[config.mk]
export PLATFORM = sky130hd
export DESIGN_NAME = uart_tx_frame_ser
export DESIGN_NICKNAME = d
export VERILOG_FILES = /design/src/rtl/uart_tx_pkg.sv /design/src/rtl/uart_tx_par_calc.sv /design/src/rtl/uart_tx_frame_ser.sv
export SDC_FILE = /design/constraint.sdc
export NUM_CORES = 1
export LEC_CHECK = 0
export ABC_AREA = 1
export CELL_PAD_IN_SITES_DETAIL_PLACEMENT = 1
export CELL_PAD_IN_SITES_GLOBAL_PLACEMENT = 1
export CORE_MARGIN = 5
export CORE_UTILIZATION = 38
export CTS_BUF_LIST = sky130_fd_sc_hd__clkbuf_16
export DETAILED_ROUTE_END_ITERATION = 8
export PLACE_DENSITY = 0.72
export SETUP_SLACK_MARGIN = 0.4
export SLEW_MARGIN = 20
export SYNTH_ARGS = -nofsm -noshare
export SYNTH_HDL_FRONTEND = slang
export SYNTH_SLANG_ARGS = --single-unit
[constraint.sdc]
create_clock -name CLK -period 1.7 [get_ports CLK]
set_input_delay 0.34 -clock CLK [delete_from_list [all_inputs] [get_ports CLK]]
set_output_delay 0.34 -clock CLK [all_outputs]
set_load 0.03 [all_outputs]
[src/rtl/uart_tx_pkg.sv]
// Shared types and constants for the UART TX frame serializer.
package uart_tx_pkg;

    // One state per kind of bit currently on the line.
    typedef enum logic [2:0] {
        IDLE,
        START,
        DATA,
        PARITY,
        STOP
    } tx_state_e;

    localparam logic PAR_EVEN  = 1'b0;
    localparam logic PAR_ODD   = 1'b1;
    localparam logic START_BIT = 1'b0;
    localparam logic STOP_BIT  = 1'b1;

endpackage

[src/rtl/uart_tx_par_calc.sv]
// Combinational parity of a data word for the selected parity type.
module uart_tx_par_calc
    import uart_tx_pkg::*;
#(
    parameter int unsigned DATA_W = 8
) (
    input  logic [DATA_W-1:0] data,
    input  logic              par_typ,
    output logic              par_bit
);

    // Even parity makes the total count of ones even; odd inverts it.
    always_comb begin
        par_bit = (par_typ == PAR_EVEN) ? ^data : ~^data;
    end

endmodule

[src/rtl/uart_tx_frame_ser.sv]
// UART transmit frame serializer: start, DATA_W data bits LSB first,
// optional parity, one or two stop bits, one bit per CLK cycle.
module uart_tx_frame_ser
    import uart_tx_pkg::*;
#(
    parameter int unsigned DATA_W = 8
) (
    input  logic              CLK,
    input  logic              RST,
    input  logic [DATA_W-1:0] P_DATA,
    input  logic              DATA_VALID,
    input  logic              PAR_EN,
    input  logic              PAR_TYP,
    input  logic              STOP2,
    output logic              TX_OUT,
    output logic              BUSY
);

    localparam int unsigned     CNT_W    = (DATA_W > 1) ? $clog2(DATA_W) : 1;
    localparam logic [CNT_W-1:0] CNT_LAST = CNT_W'(DATA_W - 1);

    tx_state_e         state_q;
    logic [DATA_W-1:0] shreg_q;
    logic [CNT_W-1:0]  bit_cnt_q;
    logic              par_en_q;
    logic              stop2_q;
    logic              par_bit_q;
    logic              stop_cnt_q;
    logic              par_bit;
    logic              accept;

    uart_tx_par_calc #(
        .DATA_W (DATA_W)
    ) u_par_calc (
        .data    (P_DATA),
        .par_typ (PAR_TYP),
        .par_bit (par_bit)
    );

    // BUSY is low only in IDLE and in the last stop bit, so this is also
    // the back-to-back accept point.
    assign accept = DATA_VALID && !BUSY;

    // Frame FSM; TX_OUT and BUSY are registered from the next-state bit select.
    always_ff @(posedge CLK or negedge RST) begin
        if (!RST) begin
            state_q    <= IDLE;
            shreg_q    <= '0;
            bit_cnt_q  <= '0;
            par_en_q   <= 1'b0;
            stop2_q    <= 1'b0;
            par_bit_q  <= 1'b0;
            stop_cnt_q <= 1'b0;
            TX_OUT     <= STOP_BIT;
            BUSY       <= 1'b0;
        end else if (accept) begin
            state_q    <= START;
            shreg_q    <= P_DATA;
            bit_cnt_q  <= '0;
            par_en_q   <= PAR_EN;
            stop2_q    <= STOP2;
            par_bit_q  <= par_bit;
            stop_cnt_q <= 1'b0;
            TX_OUT     <= START_BIT;
            BUSY       <= 1'b1;
        end else begin
            case (state_q)
                IDLE: begin
                    TX_OUT <= STOP_BIT;
                    BUSY   <= 1'b0;
                end
                START: begin
                    state_q   <= DATA;
                    TX_OUT    <= shreg_q[0];
                    shreg_q   <= shreg_q >> 1;
                    bit_cnt_q <= '0;
                end
                DATA: begin
                    if (bit_cnt_q == CNT_LAST) begin
                        if (par_en_q) begin
                            state_q <= PARITY;
                            TX_OUT  <= par_bit_q;
                        end else begin
                            state_q    <= STOP;
                            TX_OUT     <= STOP_BIT;
                            BUSY       <= stop2_q;
                            stop_cnt_q <= 1'b0;
                        end
                    end else begin
                        TX_OUT    <= shreg_q[0];
                        shreg_q   <= shreg_q >> 1;
                        bit_cnt_q <= bit_cnt_q + 1'b1;
                    end
                end
                PARITY: begin
                    state_q    <= STOP;
                    TX_OUT     <= STOP_BIT;
                    BUSY       <= stop2_q;
                    stop_cnt_q <= 1'b0;
                end
                STOP: begin
                    if (stop2_q && !stop_cnt_q) begin
                        // Second stop bit is the last one: release BUSY now.
                        stop_cnt_q <= 1'b1;
                        TX_OUT     <= STOP_BIT;
                        BUSY       <= 1'b0;
                    end else begin
                        state_q <= IDLE;
                        TX_OUT  <= STOP_BIT;
                        BUSY    <= 1'b0;
                    end
                end
                default: begin
                    state_q <= IDLE;
                    TX_OUT  <= STOP_BIT;
                    BUSY    <= 1'b0;
                end
            endcase
        end
    end

endmodule

==> results of run 1 <==
synth_stat cells, drive strengths merged:
library cell	count
nand2	65
o221ai	1
dfrtp	19
inv	21
nand4	1
a31oi	1
o21ai	8
a22oi	1
dfstp	1
a21oi	1
buf	4
ha	2
xnor2	1
o211ai	7
nand3	6
nor3	1
nor2	8
or2	6
kinds of logic (layout without fill, tap and decap cells):
group | after synthesis | in the layout | synth area share [%]
buf+inv | 25 | 57 | 9.685
xor+xnor | 1 | 1 | 0.7618
simple gates | 87 | 87 | 32.65
flops | 20 | 20 | 43.64
fa+ha+maj | 2 | 2 | 2.176
compound gates | 19 | 19 | 11.10
power breakdown:
group	switching (mW)	internal (mW)	leakage (nW)	total, mW
clock network	0.182	0.314	0.0385	0.496
registers	0.167	0.701	0.249	0.869
logic	0.916	0.702	0.607	1.62
total	1.27	1.72	0.895	2.98
worst paths after layout:
kind / cells past startpoint / startpoint / end / slack, ns
worst max-delay path: 8 / state_q[2] / shreg_q[6] / 0.27
max in group asynchronous: 2 / RST / TX_OUT / 1.01
worst min-delay path: 3 / P_DATA[7] / shreg_q[7] / 0.39
worst max register to register: 8 / state_q[2] / shreg_q[6] / 0.27
min in group asynchronous: 2 / RST / bit_cnt_q[0] / 0.42
worst min register to register: 2 / shreg_q[3] / shreg_q[3] / 0.47
metrics by stage:
step,hold slack (ns),utilization (%),setup WS (ns),TNS (ns)
2_1_floorplan,0.04441,-,0.3744,0
3_3_place_gp,0.4550,46.51,0.03360,0
3_5_place_dp,0.4619,46.51,-0.008530,-0.008530
4_1_cts,0.4318,51.18,0.2555,0
5_1_grt,0.4246,57.18,0.1770,0
6_report,0.3919,57.18,0.2665,0
metal layers:
layer,wire (µm),global-route usage (%),up-vias
met5,0,0,-
met4,84,8.031,0
met3,82,2.426,7
met2,1685,29.89,16
met1,1493,20.66,524
li1,-,-,548
repair_timing:
action,4_1_cts,5_1_grt
cloned,0,1
resized for setup,20,40
setup buffers,4,6
pin swaps,11,9
setup endpoints to repair,19,19
sequential cells by signal, indices dropped and copies added, names as in the netlist:
signal,count
stop2_q,1
par_en_q,1
bit_cnt_q,3
state_q,3
par_bit_q,1
stop_cnt_q,1
BUSY,1
TX_OUT,1
shreg_q,8
worst max-delay path: stages, from the launching register on:
cell,delay (ns)
dfrtp_2,0.46
buf_12,0.15
nor3_4,0.23
o21ai_2,0.10
nand2_4,0.12
buf_6,0.12
inv_6,0.04
nand2_1,0.05
nand2_1,0.05
cells in the final DEF (no fill, tap or decap), types with 2 or more instances in the layout:
cell             count
nand2_1             48
dfrtp_1             17
buf_4               14
nand2_2             13
inv_1               10
inv_2                9
o211ai_1             7
clkdlybuf4s50_1      6
dlymetal6s2s_1       6
or2_1                4
nand2_4              4
nor2_1               4
nand3_2              4
nor2_2               3
o21ai_1              3
o21ai_2              3
clkbuf_16            3
dfrtp_2              2
nand3_1              2
or2_2                2
buf_12               2
final cells by class:
cell class | instances | share of cell area, %
sequential | 20 | 29.61
tap | 33 | 2.425
inverter | 21 | 5.070
multi-input combinational | 109 | 39.82
clock inverter | 1 | 0.2204
timing repair buffer | 31 | 17.93
clock buffer | 3 | 4.409
timing repair inverter | 1 | 0.5143
==> results.json, run 1 <==
{
  "tightest_slew_ns": 0.2620,
  "worstSetupPathType": "register to register",
  "synth.distinct_cells": 26,
  "syn-cell-area_um2": 1150,
  "viasPerCell": 5.000,
  "final_nets": 203,
  "initial_core_util_pct": 38.61,
  "cts.sinks": 20,
  "vdd_drop_max_mv": 0.5349,
  "hp-class": "primary input to register",
  "clockRootBuffer": "clkbuf_16",
  "grt_antenna_before_repair": 0,
  "core_um2": 2978,
  "path_clk_slew_ns": 0.06,
  "p_leak_nw": 0.8953,
  "drt-total-wl_mm": 3.345,
  "layout-drive-gt1-share_pct": 39.25,
  "die_area_um2": 4226,
  "gr-total-overflow": 0,
  "cts_buffers": 3,
  "route.detailed.drc": 0,
  "die_h_um": 65.01,
  "portBuffers": 15,
  "ys_seq_area_share_pct": 43.63,
  "skew_ns": 0.002925,
  "timing.fmax_mhz": 697.6,
  "yosys_warnings": 0,
  "io_pins": 16,
  "die_w_um": 65.01,
  "first_pass_iters": 4,
  "p_per_area_nw_per_um2": 1752,
  "grt_pass1_wl_mm": 5.547,
  "finalInstanceArea_um2": 1703,
  "crit_path_end_kind": "register",
  "cts_tree": "yes",
  "syn_inst": 154,
  "stdcell_count": 219,
  "min_period_ns": 1.434,
  "finalHoldViolCount": 0,
  "grt_pass1_vias": 1204,
  "period_share_pct": 84.33,
  "setup_viol": 0,
  "slew_viol_final": 0,
  "drtIter0Drc": 31,
  "rsz0062_at_grt": "yes",
  "synth_area_leader_cell": "dfrtp_1",
  "worstPathRequired_ns": 1.84,
  "ant_nets": 0,
  "gp_congestion": 0.7475,
  "critical_path_arrival_ns": 1.57,
  "num_vias": 1095,
  "synth.avg_cell_area_um2": 7.467,
  "rows": 20,
  "area_growth_pct": 48.10,
  "p_total_mw": 2.983,
  "crit_path_start_kind": "register",
  "grt_usage_pct": 17.15,
  "netlist.area_leader.share_pct": 41.35,
  "placed_cell_area_um2": 1385,
  "dp_hpwl_mm": 2.182,
  "critPathMaxFanout": 5,
  "synth-seq-cells": 20,
  "n_fill_cell": 369,
  "clk_path_buf_depth": 2,
  "synth.area.top_cells": "dfrtp_1, nand2_1, o211ai_1",
  "diodes": 0,
  "clkLatencyLatePin_ns": 0.25,
  "htreeDepth": 1,
  "max_slew_margin_pct": 82.53,
  "multi_input_area_um2": 678.2,
  "status": "complete, no violations",
  "wl_per_cell_um": 15.27,
  "grt_max_degree": 21,
  "place_inst": 204,
  "synth.net_count": 170,
  "drv_cap": 0,
  "hold_buffers": 0,
  "seqCellArea_um2": 504.2
}
Note: power is estimated with default switching activity, not from simulation.
==> inputs of run 2 (changes only) <==
clock period = 1.5 ns   (was 1.7 ns; I/O delays follow)
==> results.json, run 2 (synthesized netlist as in run 1, its figures left out) <==
{
  "status": "complete, no violations",
  "critPathMaxFanout": 4,
  "viasPerCell": 5.009,
  "gr-total-overflow": 0,
  "final_common_cell": "nand2_1",
  "drv_cap": 0,
  "cts_tree": "yes",
  "reg.largest.list": "shreg_q (8), bit_cnt_q (3), state_q (3)",
  "grt_pass1_wl_mm": 5.154,
  "top_register": "shreg_q",
  "max_slew_margin_pct": 81.68,
  "grtUsageMet1_pct": 19.35,
  "area_growth_pct": 47.33,
  "cts_buffers": 3,
  "htreeDepth": 1,
  "die_h_um": 65.01,
  "fin_tns_setup_ns": 0,
  "clkLatencyLatePin_ns": 0.26,
  "rsz0062_at_grt": "yes",
  "route.detailed.drc": 0,
  "setup_slack_ns": 0.1175,
  "layout-drive-gt1-share_pct": 36.98,
  "path_clk_slew_ns": 0.06,
  "dpl_worst_slack_ns": -0.1369,
  "rows": 20,
  "slew_viol_final": 0,
  "clk_path_buf_depth": 2,
  "cts.sinks": 20,
  "period_share_pct": 92.17,
  "hold_buffers": 0,
  "initial_core_util_pct": 38.61,
  "use_met2_pct": 28.10,
  "worstPathRequired_ns": 1.64,
  "setup_viol": 0,
  "timing.fmax_mhz": 723.3,
  "largest_reg_flops": 8,
  "num_vias": 1127,
  "wl_per_cell_um": 13.76,
  "die_w_um": 65.01,
  "top_usage_layer": "met2",
  "first_pass_iters": 4,
  "die_area_um2": 4226,
  "final_cell_mix": "nand2_1, dfrtp_1, buf_4",
  "core_um2": 2978,
  "diodes": 0,
  "drtIter0Drc": 19,
  "final_nets": 209,
  "gp_congestion": 0.7767,
  "skew_ns": 0.002381,
  "n_fill_cell": 365,
  "grt_pass1_vias": 1145,
  "drt-total-wl_mm": 3.095,
  "tightest_slew_ns": 0.2738,
  "min_period_ns": 1.383,
  "p_per_area_nw_per_um2": 1972,
  "worstSetupPathType": "register to register",
  "critical_path_arrival_ns": 1.52,
  "hp-class": "primary input to async pin",
  "grtUsageMet3_pct": 2.600,
  "p_leak_nw": 0.8867,
  "grt_max_degree": 21,
  "crit_path_start_kind": "register",
  "grt_usage_pct": 16.04,
  "portBuffers": 15,
  "vdd_drop_max_mv": 0.6313,
  "clockRootBuffer": "clkbuf_16",
  "ant_nets": 0,
  "crit_path_end_kind": "register",
  "grt_antenna_before_repair": 0,
  "finalHoldViolCount": 0,
  "dp_hpwl_mm": 2.145,
  "io_pins": 16
}
[run 2: cell count changes in the layout (fill, tap and decap cells not counted), sizes merged]
cell	delta
buf	+7
clkdlybuf4s50	-3
clkinv	-1
dlygate4sd2	+8
dlymetal6s2s	-5
[run 2: what timing repair did]
item,CTS,global route
setup endpoints to repair,21,21
pin swaps,13,8
gates resized for setup,37,18
buffers inserted,5,5
[run 2: critical path, stage by stage, from the launching register on]
cell and delay, ns:
dfrtp_1 0.36, ha_2 0.20, ha_4 0.15, inv_4 0.04, o21ai_2 0.12, nand2_2 0.11
buf_6 0.14, o211ai_1 0.08, nand2_1 0.07
[run 2: stage by stage]
step,cell area (µm²),total power [mW],utilization (%),std cells,hold WS (ns)
after floorplan,1171,1.858,-,154,0.004409
after global placement,1428,2.263,47.94,211,0.4546
after CTS,1613,3.144,54.16,220,0.4050
final,1694,3.341,56.89,225,0.3880
after global routing,1694,3.585,56.89,225,0.4276
after detailed placement,1428,2.323,47.94,211,0.4586
[run 2: final timing paths]
check | start | to | slack, ns | cells past startpoint
setup / recovery | bit_cnt_q[0] | shreg_q[2] | 0.12 | 8
hold / removal | RST | bit_cnt_q[2] | 0.39 | 2
setup reg to reg | bit_cnt_q[0] | shreg_q[2] | 0.12 | 8
hold reg to reg | shreg_q[6] | shreg_q[6] | 0.48 | 2
max in group asynchronous | RST | TX_OUT | 0.84 | 2
min in group CLK | P_DATA[7] | shreg_q[7] | 0.47 | 3
[run 2: power breakdown]
group          internal, mW  total, mW  leakage, nW  switching (mW)
Sequential            0.795      0.965        0.249           0.170
Clock                 0.356      0.565       0.0385           0.209
Combinational         0.852       1.81        0.599           0.958
[run 2: layer usage]
layer	up-vias	wire length (µm)
li1	560	-
met1	546	1354
met2	14	1607
met3	7	78
met4	0	55
met5	-	0
[run 2: layout make-up]
class | count | area (µm²) | share of cell area, %
inverters | 21 | 83.83 | 4.948
clock buffers | 3 | 75.07 | 4.431
clock inverters | 1 | 3.754 | 0.2216
multi-input cells | 109 | 638.1 | 37.67
repair buffers | 38 | 347.8 | 20.53
well taps | 33 | 41.29 | 2.437
flip-flops and latches | 20 | 504.2 | 29.76
